$ cat src/rtl/predictor_pkg.sv
// Shared types and constants for the branch predictor table and its counter logic.
package predictor_pkg;

    typedef enum logic [1:0] {
        SNT = 2'b00,
        WNT = 2'b01,
        WT  = 2'b10,
        ST  = 2'b11
    } ctr_t;

    localparam int MODE_BIMODAL = 0;
    localparam int MODE_GSHARE  = 1;

endpackage

$ cat src/rtl/sat_ctr2.sv
// Next-state function of a 2-bit saturating taken/not-taken counter.
module sat_ctr2
    import predictor_pkg::*;
(
    input  logic [1:0] cur,
    input  logic       taken,
    output logic [1:0] nxt
);

    // Move one step toward the outcome, pinning at the strong ends.
    always_comb begin
        nxt = cur;
        if (taken) begin
            if (cur != ST)
                nxt = cur + 2'd1;
        end else begin
            if (cur != SNT)
                nxt = cur - 2'd1;
        end
    end

endmodule

$ cat src/rtl/branch_predictor_table.sv
// Table of 2-bit counters with optional gshare indexing, registered prediction
// output, resolution-driven training and saturating accuracy statistics.
module branch_predictor_table
    import predictor_pkg::*;
#(
    parameter int INDEX_BITS = 6,
    parameter int HIST_BITS  = 6,
    parameter int MODE       = 1,
    parameter int PC_WIDTH   = 32,
    parameter int PC_LSB     = 2,
    parameter int STAT_WIDTH = 16
) (
    input  logic                  clk,
    input  logic                  rst,
    input  logic                  req_valid,
    input  logic [PC_WIDTH-1:0]   req_pc,
    output logic                  pred_valid,
    output logic                  pred_taken,
    output logic [INDEX_BITS-1:0] pred_index,
    input  logic                  upd_valid,
    input  logic [INDEX_BITS-1:0] upd_index,
    input  logic                  upd_taken,
    input  logic                  upd_pred,
    output logic [HIST_BITS-1:0]  ghr,
    output logic [STAT_WIDTH-1:0] stat_total,
    output logic [STAT_WIDTH-1:0] stat_miss
);

    localparam int ENTRIES = 1 << INDEX_BITS;

    // Kept in flops rather than RAM so reset can clear every entry at once.
    logic [1:0] pht [ENTRIES];

    logic [INDEX_BITS-1:0] req_idx;
    logic [INDEX_BITS-1:0] ghr_ext;
    logic [HIST_BITS-1:0]  ghr_nxt;
    logic [1:0]            upd_cur;
    logic [1:0]            upd_nxt;
    logic                  unused_pc;

    assign unused_pc = ^req_pc;
    assign ghr_ext   = INDEX_BITS'(ghr);
    assign upd_cur   = pht[upd_index];

    always_comb begin
        req_idx = req_pc[PC_LSB +: INDEX_BITS];
        if (MODE == MODE_GSHARE)
            req_idx = req_idx ^ ghr_ext;
    end

    generate
        if (HIST_BITS == 1) begin : g_hist1
            assign ghr_nxt = upd_taken;
        end else begin : g_histn
            assign ghr_nxt = {ghr[HIST_BITS-2:0], upd_taken};
        end
    endgenerate

    sat_ctr2 u_upd_ctr (
        .cur   (upd_cur),
        .taken (upd_taken),
        .nxt   (upd_nxt)
    );

    always_ff @(posedge clk) begin
        if (rst) begin
            for (int i = 0; i < ENTRIES; i++)
                pht[i] <= WNT;
        end else if (upd_valid) begin
            pht[upd_index] <= upd_nxt;
        end
    end

    // Reads see pre-update table and history, so a same-cycle update is not bypassed.
    always_ff @(posedge clk) begin
        if (rst) begin
            pred_valid <= 1'b0;
            pred_taken <= 1'b0;
            pred_index <= '0;
        end else begin
            pred_valid <= req_valid;
            if (req_valid) begin
                pred_taken <= pht[req_idx][1];
                pred_index <= req_idx;
            end
        end
    end

    always_ff @(posedge clk) begin
        if (rst) begin
            ghr        <= '0;
            stat_total <= '0;
            stat_miss  <= '0;
        end else if (upd_valid) begin
            ghr <= ghr_nxt;
            if (stat_total != '1)
                stat_total <= stat_total + STAT_WIDTH'(1);
            if ((upd_taken != upd_pred) && (stat_miss != '1))
                stat_miss <= stat_miss + STAT_WIDTH'(1);
        end
    end

endmodule

$ cat config.mk
export PLATFORM = sky130hd
export DESIGN_NAME = branch_predictor_table
export DESIGN_NICKNAME = d
export VERILOG_FILES = /design/src/rtl/predictor_pkg.sv /design/src/rtl/sat_ctr2.sv /design/src/rtl/branch_predictor_table.sv
export SDC_FILE = /design/constraint.sdc
export NUM_CORES = 1
export LEC_CHECK = 0
export BUFFER_PORTS_ARGS = -buffer_cell sky130_fd_sc_hd__buf_2
export CAP_MARGIN = 40
export CORE_MARGIN = 2
export CORE_UTILIZATION = 40
export DETAILED_ROUTE_END_ITERATION = 12
export GPL_TIMING_DRIVEN = 1
export PLACE_DENSITY_LB_ADDON = 0.25
export SLEW_MARGIN = 10
export SYNTH_ARGS = -nofsm -noshare
export SYNTH_HDL_FRONTEND = slang
export SYNTH_SLANG_ARGS = --single-unit
$ cat constraint.sdc
create_clock -name clk -period 2.9 [get_ports clk]
set_input_delay 0.145 -clock clk [delete_from_list [all_inputs] [get_ports clk]]
set_output_delay 0.145 -clock clk [all_outputs]
set_load 0.02 [all_outputs]
# [After elaboration in Yosys (flattened, before gate mapping)]
# Memories as Yosys holds them, arrays and structs flattened. A register that Yosys moved wholly into a read port is not among the register bits.
# Index checks and enable logic that the tools add are counted.
[word_totals] reg_bits=45 latch_bits=0 ram_bits=128 mem_bits_ro=0 input_bits=44 n_memories=1
[classes] n_addsub=4 mul=0 n_div=0 magnitude_cmp=0 eq_ne=4 n_shift=0 n_mux=11 bitwise=1 reduce_logical=5
[mem_list] memory="pht" depth=64 width=2 read_ports=2 rd_clocked_by_memory_dff=1 wr=64 line_no="branch_predictor_table.sv:32" text="logic [1:0] pht [ENTRIES];"
[ops] cell="adder 16 x 1 -> 16 bit (second input constant)" n=2
[ops] cell="!= test 16 bit (second input constant)" n=2
[ops] cell="two-way mux 2 bit" n=4
[ops] cell="two-way mux 1 bit" n=6
[ops] cell="two-way mux 6 bit" n=1
[ops] cell="XOR 6 bit" n=1
[ops] cell="AND reduction 2 bit" n=2
[ops] cell="adder 2 x 1 -> 2 bit (second input constant)" n=1
[ops] cell="!= test 2 bit (second input constant)" n=1
[ops] cell="nonzero test 2 bit" n=1
[ops] cell="OR reduction 2 bit" n=1
[ops] cell="subtractor 2 x 1 -> 2 bit (second input constant)" n=1
[ops] cell="logical AND 1 bit" n=1
[ops] cell="!= test 1 bit" n=1

# [Depth between registers and ports, before layout]
# Gate-level depths: netlist of run 1.
[depth] depth_word=5 mapped_depth=12

# [Hierarchy]
# A second synthesis of run 1 with hierarchy kept.
[unflattened] cells_unflattened=814 hier_area_um2=9011.1
[by_module_without_submodules] mod="branch_predictor_table" n_inst=1 cells_each=811 area_each_um2=8984.9 seq_area_each_um2=4764.6
[by_module_without_submodules] mod="sat_ctr2" n_inst=1 cells_each=3 area_each_um2=26.3 seq_area_each_um2=0.0

# [Worst setup path before layout of run 1]
# OpenSTA, ideal clock, no wires.
[synth_path] kind="register -> register" startpoint="register ghr[0]" endpoint="register pred_taken, read port of pht" arrival_ns=2.766 t_required_ns=2.784 slack_ns=0.018 stages_incl_launch_ff=9 n_path_buf=1 path_cell_list="dfxtp_1 xor2_1 buf_2 mux4_2 mux2i_1 mux2i_1 nor4_1 a21oi_1 a31o_2"
[synth_via] elab_chain_cells=1
[synth_lines] item="from (decl)" line_no="branch_predictor_table.sv:24" text="output logic [HIST_BITS-1:0] ghr,"
[synth_lines] item="from (signal assigned)" line_no="branch_predictor_table.sv:95" text="ghr <= ghr_nxt;"
[synth_lines] item="XOR 6 bit" line_no="branch_predictor_table.sv:48" text="req_idx = req_idx ^ ghr_ext;"
[synth_lines] item="to (decl)" line_no="branch_predictor_table.sv:18" text="output logic pred_taken,"
# No other way between the ends.
# A chain may end at the register's enable or synchronous reset.

==> reports/metrics.sh, run 1 <==
FINALCRITPERIODSHARE_PCT=96.2
RSZ0062_AT_GRT='false'
FLOORPLAN.DIE.HEIGHT_UM=154
DIEAREA_MM2=0.0239
DETAIL-ROUTE-ANTENNA-NETS=0
TIGHTESTPINTRANSITION_NS=0.811
DRTPASS1ITERATIONS=5
MAX_FREQ_MHz=358
SYNTH-EDFF-COUNT=128
PLACEMENT_ROWS=55
FINAL_LAYOUT_SIZE_SUFFIX_GT1_SHARE_PCT=24.6
GR-USAGE-ALL-LAYERS_PCT=20.0
CLOCK_TREE.ROOT_CELL='sky130_fd_sc_hd__clkbuf_16'
SETUP_WS_NS=0.110
DESIGN.CORE.AREA_MM2=0.0224
WORSTSETUPPATHTYPE='reg2reg'
CRITICAL_PATH.MAX_STAGE_DELAY_NS=0.48
SYNTH-MAIN-FF-CELL='sky130_fd_sc_hd__edfxtp_1'
DRV_SLEW=0
YOSYSSEQAREASHARE_PCT=52.6
ROUTED_WIRE_LENGTH_PER_INSTANCE_UM=19.7
CRIT_FANOUT=17
ASYNC_FLOP_SHARE_PCT=0
FLOORPLAN.INITIALDENSITY_PCT=40.4
PRE_CTS_SLACK_NS=-0.299
FINAL-HOLD-VIOLATION-COUNT=0
CP.REQUIRED_NS=3.08
WORST_REL_SLEW_SLACK_PCT=45.5
CTS_TREE='built'
GRT_MAX_DEGREE=61
ROUTE.DETAILED.DRC=0
PLACE.GP.CONGESTION=0.826
DETAIL_ROUTE.VIAS_PER_CELL=5.55
CLK_LATENCY_WORST_SKEW_PAIR_NS=0.45
CLK_PIN_SLEW_NS=0.07
INITIAL_ANTENNA_VIOLATION_COUNT=0
SETUP_VIOL=0
VDD_DROP_MAX_V=0.000328
YOSYS_REGISTER_BITS=174
GR-TOTAL-OVERFLOW=0
STANDARD_CELL_WITH_THE_MAXIMUM_STAGE_DELAY_ON_THE_CRITICAL_PATH='sky130_fd_sc_hd__mux4_2'
AREA.GROWTH.SYNTH_TO_FINAL_PCT=17.4
CRIT_CHAIN='mux4_2 > mux2_2 > a22oi_2 > o21ai_1 > a2111oi_2 > buf_4 > maj3_4 > clkbuf_16 > nor2_1'
VIA_COUNT_OF_THE_FIRST_GLOBAL_ROUTING_PASS=6425
ANTENNA_CELLS_INSERTED=0
CTS_BUFFER_COUNT=17
POSTSYNTHCELLCOUNT=821
DIE_WIDTH_UM=154
CLOCK_SINK_COUNT=174
CLOCK_SKEW_NS=0.0321
CRIT_ARRIVAL_NS=2.97
FINAL_NETS=943
CAP_VIOLATIONS=0
SETUP.WORST_PATH.END_CLASS='register'
DP_HPWL_UM=15900
NUMBER_OF_WARNINGS_ISSUED_BY_YOSYS=0
TIMING.CRITICAL_PATH.BUF_INV=2
SYN_NETS=867
GRT_FIRST_PASS_WIRELENGTH_UM=36500
CLOCKBUFFERDEPTH=2
STATIC-LEAKAGE-POWER_nW=3.79
CLOCK_TREE.HTREE_LEVEL_COUNT=4
FIN_CRIT_PERIOD_NS=2.79
IOS=90
FINAL_CORE_UTIL_PCT=47.4
SYNTH_CELL_TYPE_COUNT=52
DETAIL_ROUTE.WIRELENGTH_UM=23500
OUTCOME='completed'
IO_BUFFERS=63
AVGSYNTHCELLAREA_UM2=11.0
TIMING.HOLD.WORST.CLASS='in2reg'
POST_SYNTH_INSTANCE_AREA_MM2=0.00905
POWER_DENSITY_mW_PER_MM2=563
CRITICAL_PATH.TOP_DELAY_FAMILY='multiplexers'
DR.FIRST_ITER.DRC_COUNT=681
CRITPATHLAUNCHTYPE='register'
DR_TOTAL_VIAS=6631
-- flip-flops by register name, indices dropped and copies added, names as in the netlist --
| register | flops |
|---|---|
| stat_total | 16 |
| stat_miss | 16 |
| pred_index | 6 |
| ghr | 6 |
| pht | 128 |
| pred_valid | 1 |
| pred_taken | 1 |
-- cell usage in the layout (no fill, tap or decap), drive strengths merged, types with 3 or more instances in the layout --
cell type  netlist  layout
a211oi           5       5
a21o             6       6
a21oi            6       6
a22oi            7       7
and3             6       6
and3b            3       3
and4             5       5
buf             30     120
bufinv           0       3
clkbuf          36      20
clkinv           1       3
dfxtp           46      46
edfxtp         128     128
inv              4      12
mux2             8       8
mux2i           31      31
mux4            37      37
nand2           85      85
nand2b          42      42
nand3           72      72
nand3b           4       4
nand4           11      11
nor2           118     118
nor2b            4       4
nor3            29      29
nor3b            5       5
nor4             3       3
o21ai           10      10
o21bai           4       4
or2             15      15
xnor2           10      10
xor2            25      25
-- worst paths after layout --
path,start,to,slack [ns],cells after the start
max,pht[6][1]$_SDFFCE_PN0P_,pht[8][1]$_SDFFCE_PN0P_,0.11,9
max reg2reg,pht[6][1]$_SDFFCE_PN0P_,pht[8][1]$_SDFFCE_PN0P_,0.11,9
min,req_valid,pred_index[4]$_SDFFE_PP0P_,0.05,2
min reg2reg,pred_index[4]$_SDFFE_PP0P_,pred_index[4]$_SDFFE_PP0P_,0.48,2
-- cell families after synthesis --
kind of cell,share of synthesized area (%)
buffers and inverters,3.92
muxes,13.6
AOI/OAI and AO/OA,4.53
and+or+nand+nor,21.4
xor gates and xnor gates,3.39
adders and majority gates,0.511
DFF,52.6
-- layout make-up --
type	instances	area, µm²
fill	2033	11800
sequential	174	4760
inverter	5	18.8
timing repair buffer	123	893
clock inverter	14	195
clock buffer	18	429
multi-input combinational	576	3970
tap	285	357
-- where the power goes --
group          internal [mW]  switching (mW)
Clock                   1.39            1.06
Sequential              2.72          0.0379
Combinational          0.317           0.455
-- through the flow --
stage	area [µm²]	power [mW]	hold WS (ns)	instances	setup TNS (ns)
detailed placement	9940	3.54	0.447	1160	-32.48
floorplan	9050	3.29	0.228	821	0
finish	10600	5.98	0.0535	1195	0
global placement	9920	3.54	0.446	1158	-35.58
CTS	10600	5.99	0.0469	1193	0
global route	10600	6.19	0.0669	1195	0
-- per-layer routing --
layer | wire, µm | vias up | global-route usage, %
li1 | - | 3134 | -
met1 | 10600 | 3265 | 27.6
met2 | 11200 | 206 | 32.4
met3 | 1230 | 26 | 3.78
met4 | 420 | 0 | 6.22
met5 | 0 | - | 0
-- cell usage after synthesis, types with 5 or more instances --
cell type / count / area share, %
sky130_fd_sc_hd__dfxtp_1: 46 / 10
sky130_fd_sc_hd__mux2i_1: 31 / 3.4
sky130_fd_sc_hd__nand3_1: 72 / 4.0
sky130_fd_sc_hd__edfxtp_1: 128 / 42
sky130_fd_sc_hd__or2_2: 15 / 1.0
sky130_fd_sc_hd__mux4_2: 37 / 9.2
sky130_fd_sc_hd__nand2b_1: 42 / 2.9
sky130_fd_sc_hd__and3_1: 6 / 0.41
sky130_fd_sc_hd__xnor2_1: 10 / 0.97
sky130_fd_sc_hd__nor3_1: 29 / 1.6
sky130_fd_sc_hd__and4_1: 5 / 0.48
sky130_fd_sc_hd__mux2_2: 8 / 1.0
sky130_fd_sc_hd__buf_6: 9 / 1.1
sky130_fd_sc_hd__buf_2: 17 / 0.94
sky130_fd_sc_hd__o21ai_0: 10 / 0.55
sky130_fd_sc_hd__a21oi_1: 6 / 0.33
sky130_fd_sc_hd__a22oi_1: 7 / 0.58
sky130_fd_sc_hd__a211oi_1: 5 / 0.41
sky130_fd_sc_hd__a21o_1: 6 / 0.50
sky130_fd_sc_hd__nand4_1: 11 / 0.76
sky130_fd_sc_hd__nand2_1: 85 / 3.5
sky130_fd_sc_hd__clkbuf_1: 36 / 1.5
sky130_fd_sc_hd__xor2_1: 25 / 2.4
sky130_fd_sc_hd__nor2_1: 118 / 4.9
-- worst register-to-register path: cells and delay by family, from the launching register on --
| kind | cells | cell delay, ns |
|---|---|---|
| buffers and inverters | 2 | 0.40 |
| AO/OA/AOI/OAI | 3 | 0.63 |
| adder cells (fa/ha/maj) | 1 | 0.26 |
| flip-flops | 1 | 0.42 |
| AND/OR/NAND/NOR | 1 | 0.06 |
| multiplexers | 2 | 0.78 |
-- repair_timing --
action | in CTS | in global routing
endpoints found under the setup margin | 4 | 82
hold buffers | 1 | 0
cloned | 0 | 2
buffers inserted | 0 | 0
hold endpoints to repair | 1 | 0
resized for setup | 1 | 2
No activity file was read; power rests on OpenSTA's default activity.
==> run 2: changes to the inputs <==
--- a/config.mk
+++ b/config.mk
@@ -8,7 +8,7 @@
 export BUFFER_PORTS_ARGS = -buffer_cell sky130_fd_sc_hd__buf_2
 export CAP_MARGIN = 40
 export CORE_MARGIN = 2
-export CORE_UTILIZATION = 40
+export CORE_UTILIZATION = 54
 export DETAILED_ROUTE_END_ITERATION = 12
 export GPL_TIMING_DRIVEN = 1
 export PLACE_DENSITY_LB_ADDON = 0.25
==> reports/metrics.sh, run 2 (synthesis gave the netlist of run 1 again) <==
FLOORPLAN.DIE.HEIGHT_UM=133  # was 154 µm
CLOCK_TREE.HTREE_LEVEL_COUNT=4  # unchanged
WORST_REL_SLEW_SLACK_PCT=33.1  # was 45.5%
VDD_DROP_MAX_V=0.000427  # was 0.000328 V
GRT_MAX_DEGREE=95  # was 61
FINAL-HOLD-VIOLATION-COUNT=0  # unchanged
DP_HPWL_UM=16000  # was 15,900 µm
FINAL_NETS=951  # was 943
CRIT_ARRIVAL_NS=3.23  # was 2.97 ns
DR_TOTAL_VIAS=7013  # was 6,631
CLOCK_SINK_COUNT=174  # unchanged
CRIT_FANOUT=8  # was 17
DETAIL_ROUTE.VIAS_PER_CELL=6.16  # was 5.55
STANDARD_CELL_WITH_THE_MAXIMUM_STAGE_DELAY_ON_THE_CRITICAL_PATH='sky130_fd_sc_hd__mux4_2'  # unchanged
DRTPASS1ITERATIONS=8  # was 5
GR-USAGE-ALL-LAYERS_PCT=26.6  # was 20.0%
CLOCKBUFFERDEPTH=2  # unchanged
ROUTED_WIRE_LENGTH_PER_INSTANCE_UM=21.1  # was 19.7 µm
DETAIL_ROUTE.WIRELENGTH_UM=24000  # was 23,500 µm
ROUTE.DETAILED.DRC=0  # unchanged
SETUP_WS_NS=-0.0187  # was 0.110 ns
DETAIL-ROUTE-ANTENNA-NETS=0  # unchanged
STATIC-LEAKAGE-POWER_nW=3.87  # was 3.79 nW
LARGEST_REGISTER='pht'  # unchanged
SETUP.WORST_PATH.END_CLASS='register'  # unchanged
CLK_LATENCY_WORST_SKEW_PAIR_NS=0.44  # was 0.45 ns
TIMING.CRITICAL_PATH.BUF_INV=2  # unchanged
HOLD_PATH_ORIGIN='upd_taken'  # was req_valid
SETUP_VIOL=10  # was 0
DIE_WIDTH_UM=133  # was 154 µm
TIGHTESTPINTRANSITION_NS=1.00  # was 0.811 ns
CLOCK_SKEW_NS=0.00753  # was 0.0321 ns
POST_LAYOUT_NONFILLER_INSTANCES=1138  # was 1,195
TIMING.CRITICAL_PATH.FROM='pht[40][0]$_SDFFCE_PN1P_'  # was pht[6][1]$_SDFFCE_PN0P_
GRT_FIRST_PASS_WIRELENGTH_UM=36300  # was 36,500 µm
FINALCRITPERIODSHARE_PCT=101  # was 96.2%
MAX_FREQ_MHz=343  # was 358 MHz
FINAL_CELL_MIX='128 x sky130_fd_sc_hd__edfxtp_1, 118 x sky130_fd_sc_hd__nor2_1, 84 x sky130_fd_sc_hd__nand2_1'  # was 128 x sky130_fd_sc_hd__edfxtp_1, 118 x sky130_fd_sc_hd__nor2_1, 85 x sky130_fd_sc_hd__nand2_1
DR.FIRST_ITER.DRC_COUNT=913  # was 681
DPL.CELL_COUNT=1094  # was 1,160
CTS_BUFFER_COUNT=17  # unchanged
INITIAL_ANTENNA_VIOLATION_COUNT=0  # unchanged
WORSTSETUPPATHTYPE='reg2reg'  # unchanged
FIN_CRIT_PERIOD_NS=2.92  # was 2.79 ns
P_TOTAL_mW=5.96  # was 5.98 mW
DIEAREA_MM2=0.0178  # was 0.0239 mm²
RSZ0062_AT_GRT='true'  # was false
AREA.GROWTH.SYNTH_TO_FINAL_PCT=19.1  # was 17.4%
CAP_VIOLATIONS=0  # unchanged
CRITPATHLAUNCHTYPE='register'  # unchanged
CLK_PIN_SLEW_NS=0.07  # about the same
POST_CTS_HOLD_BUFFER_COUNT=0  # was 1
LARGEST_REGISTER_FFS=128  # unchanged
CTS_TREE='built'  # unchanged
CRITICAL_PATH.TOP_DELAY_FAMILY='compound AO/OA/AOI/OAI gates'  # was multiplexers
OUTCOME='complete, but fails checks'  # was completed
CP.REQUIRED_NS=3.21  # was 3.08 ns
PLACEMENT_ROWS=47  # was 55
TIMING.HOLD.WORST.CLASS='in2reg'  # unchanged
LAYOUT.FILLER_CELLS=1268  # was 2,033
PLACE.GP.CONGESTION=0.910  # was 0.826
TIMING.RR.START='pht[40][0]$_SDFFCE_PN1P_'  # was pht[6][1]$_SDFFCE_PN0P_
IOS=90  # unchanged
VIOLATED_CHECKS='negative setup slack'
HOLD_WS_NS=0.0441  # was 0.0535 ns
REG_TOP3='pht: 128 flops, stat_miss: 16 flops, stat_total: 16 flops'  # unchanged
DESIGN.CORE.AREA_MM2=0.0165  # was 0.0224 mm²
CRIT_CHAIN='mux4_2 > a22o_1 > a221o_1 > or4_4 > maj3_2 > buf_12 > clkbuf_16 > nand3_1'  # was mux4_2 > mux2_2 > a22oi_2 > o21ai_1 > a2111oi_2 > buf_4 > maj3_4 > clkbuf_16 > nor2_1
FINAL_LAYOUT_SIZE_SUFFIX_GT1_SHARE_PCT=27.7  # was 24.6%
LAYOUT_COMMONEST_CELL='sky130_fd_sc_hd__edfxtp_1'  # unchanged
CLOCK_TREE.ROOT_CELL='sky130_fd_sc_hd__clkbuf_16'  # unchanged
FLOORPLAN.INITIALDENSITY_PCT=55.0  # was 40.4%
GR-TOTAL-OVERFLOW=0  # unchanged
IO_BUFFERS=63  # unchanged
CRITICAL_PATH.MAX_STAGE_DELAY_NS=0.50  # was 0.48 ns
ANTENNA_CELLS_INSERTED=0  # unchanged
POWER_DENSITY_mW_PER_MM2=552  # was 563 mW/mm²
PRE_CTS_SLACK_NS=-0.107  # was -0.299 ns
DRV_SLEW=0  # unchanged
FINALSETUPTNS_NS=-0.0618  # was 0 ns
VIA_COUNT_OF_THE_FIRST_GLOBAL_ROUTING_PASS=6846  # was 6,425
## run 2: changes by cell type in the layout (fill, tap and decap cells not counted), sizes merged
cell and change:
bufinv -3, clkinv +1, clkbuf +7, buf +5, dlygate4sd3 -1, clkinvlp -1
## run 2: cell type report
class	instances	area, µm²	share of cell area [%]
Tap cell	220	275	2.55
Timing Repair Buffer	131	1040	9.62
Clock inverter	11	104	0.963
Inverter	5	18.8	0.174
Clock buffer	21	504	4.68
Multi-Input combinational cell	576	4080	37.8
Sequential cell	174	4760	44.2
## run 2: worst reg2reg max path, delay by kind of cell, from the launching register on
kind | cells | cell delay [ns]
compound gates | 2 | 0.58
fa+ha+maj | 1 | 0.36
buf+inv | 2 | 0.35
flops | 1 | 0.43
mux | 1 | 0.50
simple gates | 2 | 0.58
## run 2: repair_timing
action | in CTS | in global routing
setup endpoints to repair | 0 | 121
gates resized for setup | 0 | 31
buffers inserted | 0 | 4
## run 2: metrics by stage
| step | utilization [%] | cell area (µm²) |
|---|---|---|
| after CTS | 63.4 | 10400 |
| after global placement | 59.7 | 9830 |
| after global routing | 65.5 | 10800 |
| after detailed placement | 59.7 | 9830 |
| final | 65.5 | 10800 |
| after floorplan | - | 9050 |
## run 2: worst paths after layout
| path | end | slack, ns | cells after the start |
|---|---|---|---|
| max | pht[13][0]$_SDFFCE_PN1P_ | -0.02 | 8 |
| min reg2reg | pred_index[2]$_SDFFE_PP0P_ | 0.49 | 2 |
| max reg2reg | pht[13][0]$_SDFFCE_PN1P_ | -0.02 | 8 |
| min | ghr[0]$_SDFFE_PP0P_ | 0.04 | 3 |
## run 2: power by group
group	total [mW]	internal, mW	switching, mW
Clock	2.32	1.28	1.03
Sequential	2.76	2.72	0.0385
Combinational	0.879	0.385	0.495
Total	5.96	4.39	1.57
## run 2: layer usage
metal / GRT usage [%] / up-vias / wire length, µm
met5: 0 / - / 0
met3: 4.83 / 67 / 2010
met4: 8.75 / 0 / 678
met2: 44.1 / 380 / 11900
met1: 35.9 / 3423 / 9490
li1: - / 3143 / -
